## src/rtl/bus_arbiter.sv

```systemverilog
// Two-requester (CPU = 0, DMA = 1) round-robin memory bus arbiter
// with a read-modify-write lock and a bounded wait for mem_ready.
module bus_arbiter #(
    parameter int TIMEOUT = 15
) (
    input  logic        ph1,
    input  logic        reset,
    input  logic [1:0]  req,
    input  logic [1:0]  req_we,
    input  logic [1:0]  req_lock,
    input  logic [15:0] addr0,
    input  logic [15:0] addr1,
    input  logic [7:0]  wdata0,
    input  logic [7:0]  wdata1,
    output logic [1:0]  gnt,
    output logic [1:0]  done,
    output logic [1:0]  err,
    output logic [7:0]  rdata,
    output logic [15:0] mem_address,
    output logic [7:0]  mem_data_out,
    input  logic [7:0]  mem_data_in,
    output logic        mem_read_en,
    output logic        mem_valid,
    input  logic        mem_ready
);

    typedef enum logic [1:0] {
        IDLE,
        ACCESS,
        DONE
    } state_t;

    localparam logic [7:0] TIMEOUT_C = 8'(TIMEOUT);

    state_t      state_q, state_d;
    logic [1:0]  gnt_q, gnt_d;
    logic [1:0]  done_q, done_d;
    logic [1:0]  err_q, err_d;
    logic [7:0]  rdata_q, rdata_d;
    logic [15:0] mem_address_q, mem_address_d;
    logic [7:0]  mem_data_out_q, mem_data_out_d;
    logic        mem_read_en_q, mem_read_en_d;
    logic        mem_valid_q, mem_valid_d;
    logic [7:0]  cnt_q, cnt_d;
    logic        owner_q, owner_d;
    logic        we_q, we_d;
    logic        lock_q, lock_d;
    logic        lock_held_q, lock_held_d;
    logic        last_owner_q, last_owner_d;

    logic        win_valid;
    logic        win_id;
    logic [1:0]  owner_oh;

    assign owner_oh = owner_q ? 2'b10 : 2'b01;

    // A held lock narrows the candidate set to the previous owner.
    always_comb begin
        win_valid = 1'b0;
        win_id    = 1'b0;
        if (lock_held_q) begin
            win_valid = req[last_owner_q];
            win_id    = last_owner_q;
        end else begin
            unique case (req)
                2'b01: begin
                    win_valid = 1'b1;
                    win_id    = 1'b0;
                end
                2'b10: begin
                    win_valid = 1'b1;
                    win_id    = 1'b1;
                end
                2'b11: begin
                    win_valid = 1'b1;
                    win_id    = ~last_owner_q;
                end
                default: begin
                    win_valid = 1'b0;
                    win_id    = 1'b0;
                end
            endcase
        end
    end

    always_comb begin
        state_d        = state_q;
        gnt_d          = gnt_q;
        done_d         = 2'b00;
        err_d          = 2'b00;
        rdata_d        = rdata_q;
        mem_address_d  = mem_address_q;
        mem_data_out_d = mem_data_out_q;
        mem_read_en_d  = mem_read_en_q;
        mem_valid_d    = mem_valid_q;
        cnt_d          = cnt_q;
        owner_d        = owner_q;
        we_d           = we_q;
        lock_d         = lock_q;
        lock_held_d    = lock_held_q;
        last_owner_d   = last_owner_q;
        unique case (state_q)
            IDLE: begin
                if (win_valid) begin
                    state_d        = ACCESS;
                    gnt_d          = win_id ? 2'b10 : 2'b01;
                    owner_d        = win_id;
                    we_d           = req_we[win_id];
                    lock_d         = req_lock[win_id];
                    mem_address_d  = win_id ? addr1 : addr0;
                    mem_data_out_d = win_id ? wdata1 : wdata0;
                    mem_read_en_d  = ~req_we[win_id];
                    mem_valid_d    = 1'b1;
                    cnt_d          = 8'd0;
                end
            end
            ACCESS: begin
                // A ready on the timeout cycle still counts as success.
                if (mem_ready || (cnt_q == TIMEOUT_C)) begin
                    state_d       = DONE;
                    done_d        = owner_oh;
                    err_d         = mem_ready ? 2'b00 : owner_oh;
                    mem_valid_d   = 1'b0;
                    mem_read_en_d = 1'b1;
                    if (!mem_ready) begin
                        rdata_d = 8'hFF;
                    end else if (!we_q) begin
                        rdata_d = mem_data_in;
                    end
                end else begin
                    cnt_d = cnt_q + 8'd1;
                end
            end
            DONE: begin
                state_d      = IDLE;
                gnt_d        = 2'b00;
                last_owner_d = owner_q;
                lock_held_d  = lock_q & ~(|err_q);
            end
            default: begin
                state_d = IDLE;
                gnt_d   = 2'b00;
            end
        endcase
    end

    always_ff @(posedge ph1) begin
        if (reset) begin
            state_q        <= IDLE;
            gnt_q          <= 2'b00;
            done_q         <= 2'b00;
            err_q          <= 2'b00;
            rdata_q        <= 8'h00;
            mem_address_q  <= 16'h0000;
            mem_data_out_q <= 8'h00;
            mem_read_en_q  <= 1'b1;
            mem_valid_q    <= 1'b0;
            cnt_q          <= 8'd0;
            owner_q        <= 1'b0;
            we_q           <= 1'b0;
            lock_q         <= 1'b0;
            lock_held_q    <= 1'b0;
            last_owner_q   <= 1'b1;
        end else begin
            state_q        <= state_d;
            gnt_q          <= gnt_d;
            done_q         <= done_d;
            err_q          <= err_d;
            rdata_q        <= rdata_d;
            mem_address_q  <= mem_address_d;
            mem_data_out_q <= mem_data_out_d;
            mem_read_en_q  <= mem_read_en_d;
            mem_valid_q    <= mem_valid_d;
            cnt_q          <= cnt_d;
            owner_q        <= owner_d;
            we_q           <= we_d;
            lock_q         <= lock_d;
            lock_held_q    <= lock_held_d;
            last_owner_q   <= last_owner_d;
        end
    end

    assign gnt          = gnt_q;
    assign done         = done_q;
    assign err          = err_q;
    assign rdata        = rdata_q;
    assign mem_address  = mem_address_q;
    assign mem_data_out = mem_data_out_q;
    assign mem_read_en  = mem_read_en_q;
    assign mem_valid    = mem_valid_q;

endmodule

```

## config.mk

```make
export PLATFORM = sky130hd
export DESIGN_NAME = bus_arbiter
export DESIGN_NICKNAME = d
export VERILOG_FILES = /design/src/rtl/bus_arbiter.sv
export SDC_FILE = /design/constraint.sdc
export NUM_CORES = 1
export LEC_CHECK = 0
export BUFFER_PORTS_ARGS = -buffer_cell sky130_fd_sc_hd__buf_2
export CAP_MARGIN = 20
export CORE_MARGIN = 2
export CORE_UTILIZATION = 50
export DETAILED_ROUTE_END_ITERATION = 8
export PLACE_DENSITY = 0.84
export SYNTH_ARGS = -nofsm -noshare
export SYNTH_HDL_FRONTEND = slang
export SYNTH_SLANG_ARGS = --single-unit
export TNS_END_PERCENT = 50
```

## constraint.sdc

```tcl
create_clock -name ph1 -period 3.3 [get_ports ph1]
set_input_delay 0.33 -clock ph1 [delete_from_list [all_inputs] [get_ports ph1]]
set_output_delay 0.33 -clock ph1 [all_outputs]
set_load 0.01 [all_outputs]
```

Word level (Yosys, flattened, before mapping)
Index checks and enable logic that the tools add are counted.
Word-level totals
  bits in registers: 55
  input port bits: 65
  output and inout bits: 40
  word-level logic and storage cells: 77
Operators by class
  add/sub/neg operators: 1
  magnitude comparators: 2
  equal/unequal tests: 10
  muxes and demuxes: 30
  bitwise gates (word level): 6
  reduce and logical (&&, ||, !) cells: 13
Operators by type and width (count)
  2-to-1 mux 8 bit: 5
  2-to-1 mux 16 bit: 1
  one-hot mux 8 bit (2 select lines): 1
  2-to-1 mux 1 bit: 13
  2-to-1 mux 2 bit: 5
  AND reduction 3 bit: 3
  adder 8 x 1 -> 8 bit, second input constant: 1
  equality test 8 x 4 -> 1 bit, second input constant: 1
  inequality test 2 bit, second input constant: 4
  one-hot mux 2 bit (2 select lines): 2
  equality test 2 bit, second input constant: 3
  one-hot mux 1 bit (2 select lines): 3
  AND reduction 2 bit: 3
  OR reduction 3 bit: 2
  NOT 1 bit: 5
  equality test 2 x 1 -> 1 bit, second input constant: 2
  less-than comparator 1 x 2 -> 1 bit, second input constant: 2
  OR reduction 4 bit: 1
  logical NOT 2 bit: 1
  nonzero test 2 bit: 1
  OR reduction 2 bit: 1
  bitwise AND 1 bit: 1
  logical OR 1 bit: 1

Logic depth before layout (Yosys ltp)
  depth in word-level cells: 8
  mapped depth: 7
  gate-level depth less buffers: 6

Worst setup path after synthesis
OpenSTA, ideal clock, no wires.
  path kind: reg2reg
  from: register cnt_q[0]
  to: register cnt_q[6]
  library setup time: 70 ps
  arrival time: 1764 ps
  data required time: 3230 ps
  path slack: 1466 ps
  cell stages (with the launch flop): 8
  buffers on the path: 1
  clock period less this slack: 1834 ps
  cells stage by stage: dfxtp_1 > ha_1 > and3_4 > a2111oi_4 > a21oi_2 > buf_6 > or3_1 > a21oi_1
Between the ends
  word-level cells in the longest chain between the ends: 4
Ends and longest elaborated chain
  start, declared: RTL line 44  | logic [7:0] cnt_q, cnt_d;
  start signal, assigned: RTL line 174  | cnt_q <= cnt_d;
  branches (longest 4 deep; another with adder 8 x 1 -> 8 bit)
Parallel ways; which one is timed is not known. The select of a mux whose other input is x is not followed.
A chain may end at the register's enable or synchronous reset.

Final worst setup path
  from: register last_owner_q
  to: register mem_data_out_q[7] (netlist: mem_data_out[7])
Between the ends
  word-level cells in the longest chain between the ends: 4
Ends and longest elaborated chain
  start, declared: RTL line 49  | logic last_owner_q, last_owner_d;
  start signal, assigned: RTL line 179  | last_owner_q <= last_owner_d;
  NOT 1 bit / 2-to-1 mux 1 bit (equally long branches): RTL line 76, 62
  one-hot mux 1 bit (2 select lines) / 2-to-1 mux 1 bit (equally long branches): RTL line 65, 62
  2-to-1 mux 1 bit: RTL line 61  | if (lock_held_q) begin
  2-to-1 mux 8 bit / AND reduction 2 bit (equally long branches)
  end signal, assigned: RTL line 171  | mem_data_out_q <= mem_data_out_d;
  end, declared: RTL line 41  | logic [7:0] mem_data_out_q, mem_data_out_d;
Parallel ways exist; a longest one is shown, timed or not. The select of a mux whose other input is x is not followed.

==> flow_metrics.tcl <==
set metrics [dict create \
    port_buffers 104 \
    path_clk_slew_ns 0.10 \
    route.vias.total 2155 \
    worst_slew_pin_slew_ns 0.886 \
    drt-vias-per-instance 5.31 \
    die_height_um 72.2 \
    rr_worst_depth 5 \
    layout.cells.most_common "sky130_fd_sc_hd__buf_2" \
    setup.worst_path.start_class "flop" \
    route.final.wire_length_um 5250 \
    p_leak_nw 1.44 \
    vias_in_the_first_global_route 1915 \
    clkLatencyLatePin_ns 0.31 \
    post-cts-setup-buffers 0 \
    cts_max_path_buffers 2 \
    post_synth_instance_area_um2 2330 \
    drt_pre_antenna_iters 4 \
    cts_tree "done" \
    design_area_um2 2980 \
    grt_usage 0.203 \
    critPathSlowestCell "sky130_fd_sc_hd__o21ai_4" \
    htree_levels 2 \
    outcome "completed" \
    layout_worst_path_cycle_share 0.614 \
    skew_ns 0.0109 \
    syn-mean-instance-area_um2 9.17 \
    fin_worst_hold_slack_ns 0.291 \
    timing.critical_path.to_type "flop" \
    rows 24 \
    drt_iter0_drc 107 \
    grt_antenna_before_repair 0 \
    p_per_area_nw_per_um2 475 \
    clock_tree.root_cell "sky130_fd_sc_hd__clkbuf_8" \
    starting_utilization_of_the_core_area 0.527 \
    die_width_um 72.2 \
    grt_first_pass_wirelength_um 8410 \
    number_of_clock_sinks 55 \
    drt.antenna.violating_nets 0 \
    timing_hold_violations_final 0 \
    ys_warn_count 0 \
    cts.hold.buffers_added 0 \
    slew_violations 0 \
    final_cell_mix "sky130_fd_sc_hd__buf_2, sky130_fd_sc_hd__dfxtp_1, sky130_fd_sc_hd__nor2_1" \
    yosysUniqueCellTypes 33 \
    drc_violations_left 0 \
    setup.worst_path.class "flop to flop" \
    routedWlPerCell_um 12.9 \
    hold_depth 2 \
    syn-num-nets 320 \
    routability_congestion_estimate_from_global_placement 0.826 \
    post-layout-total-power_mw 1.41 \
    design.die.area_um2 5220 \
    pin_count_of_the_biggest_net_entering_global_routing 56 \
    placed_cells_incl_taps 397 \
    post_cts.resized_instances 0 \
    slew_headroom 0.407 \
    synth_sequential_area_ratio 0.473 \
    syn_inst 254 \
    critPathArrivalTime_ns 2.20 \
    antenna-diode-count 0 \
    post_route_cells_drive_above_1_share 0.342 \
    ios 105 \
    slowest_delay_ns 0.71 \
    nNetsFinal 419 \
    peakVddDrop_mv 0.303 \
    placeable_core_region_um2 4410 \
    fin_cells 406 \
    dpl.hpwl_um 3930 \
    globalRouteOverflowTotal 0 \
    crit_path_cell_trace "a21boi_0 -> o21ai_4 -> buf_4 -> mux2i_1 -> a211oi_1" \
    synth.ff_latch_count 55 \
    timing.hold.worst.class "input pin to flop" \
    maxCapViolations 0 \
    fmax_mhz 493 \
    worst-endpoint-required_ns 3.47 \
    placed_area_um2 2870 \
    layout-area-overhead-vs-synth_pct 27.9 \
    timing.final.setup_violations 0 \
    fin_crit_ns 2.03 \
    critPathMaxFanout 23 \
    grt_setup_unrepaired "false" \
    tritoncts_buffer_count 5 \
    tns_ns 0 \
]
## worst max-delay path, delay by kind of cell, from the launching register on
kind            cells  cell delay (ns)
compound gates      3             0.95
mux                 1             0.23
buf+inv             1             0.30
flops               1             0.40
## kinds of logic (layout without fill, tap and decap cells)
group	Yosys count	in the layout	share of synthesized area
AND/OR/NAND/NOR	82	82	0.160
AO/OA/AOI/OAI	61	61	0.186
flip-flops	55	55	0.473
multiplexers	28	28	0.120
buffers and inverters	25	125	0.0478
XOR/XNOR	2	2	0.00752
adder cells (fa/ha/maj)	1	1	0.00537
## through the flow
stage	util	setup WS [ns]
floorplan	-	1.47
global placement	0.650	1.25
detailed placement	0.650	1.13
CTS	0.670	1.21
global route	0.675	1.14
finish	0.675	1.27
## state kept, by name, indices dropped and copies added (netlist names), 2 cells and up
signal and flops:
state_q 2, mem_data_out 8, err 2, rdata 8
gnt 2, done 2, cnt_q 8, mem_address 16
## layout make-up
type | count | area (µm²)
Clock buffer | 5 | 68.8
Tap cell | 52 | 65.1
Multi-Input combinational cell | 174 | 1130
Fill cell | 358 | 1440
Timing Repair Buffer | 106 | 548
Inverter | 11 | 41.3
Clock inverter | 3 | 18.8
Sequential cell | 55 | 1100
## path summary, 6_finish.rpt
kind                endpoint  slack, ns         start
max reg2reg  mem_data_out[7]       1.27  last_owner_q
min reg2reg         rdata[1]       0.45      rdata[1]
min                   err[1]       0.29     mem_ready
max          mem_data_out[7]       1.27  last_owner_q
## layer usage
layer | wire length [µm] | vias to the layer above | GRT usage
met1 | 2160 | 983 | 0.243
met4 | 48 | 0 | 0.0503
met5 | 0 | - | 0
met3 | 354 | 4 | 0.0625
li1 | - | 1097 | -
met2 | 2690 | 71 | 0.354
## power breakdown
part           total (mW)  leakage, nW  switching [mW]  internal, mW
clock               0.368       0.0483           0.218         0.150
sequential          0.749        0.452          0.0292         0.720
combinational       0.297        0.936           0.164         0.133
total                1.41         1.44           0.411          1.00
## Yosys cell counts, drive strengths merged
cell     count  area (µm²)
nand2       11        41.3
a211oi      34         255
and2         2        13.8
xor2         2        17.5
nor4b        2        17.5
nor4         2        18.8
and3         1        11.3
o21ai        8        40.0
buf          7        43.8
dfxtp       55        1100
nand3        5        25.0
nor3         3        15.0
nor2b        2        12.5
mux2i       28         280
o21a         1        7.51
nor2        48         180
ha           1        12.5
o31a         1        8.76
nand2b       1        6.26
inv         11        41.3
a21oi       12        63.8
a2111oi      1        27.5
a21boi       1        7.51
clkbuf       7        26.3
a22oi        2        15.0
a21o         1        7.51
or3          5        31.3
(Power assumes the default switching activity.)
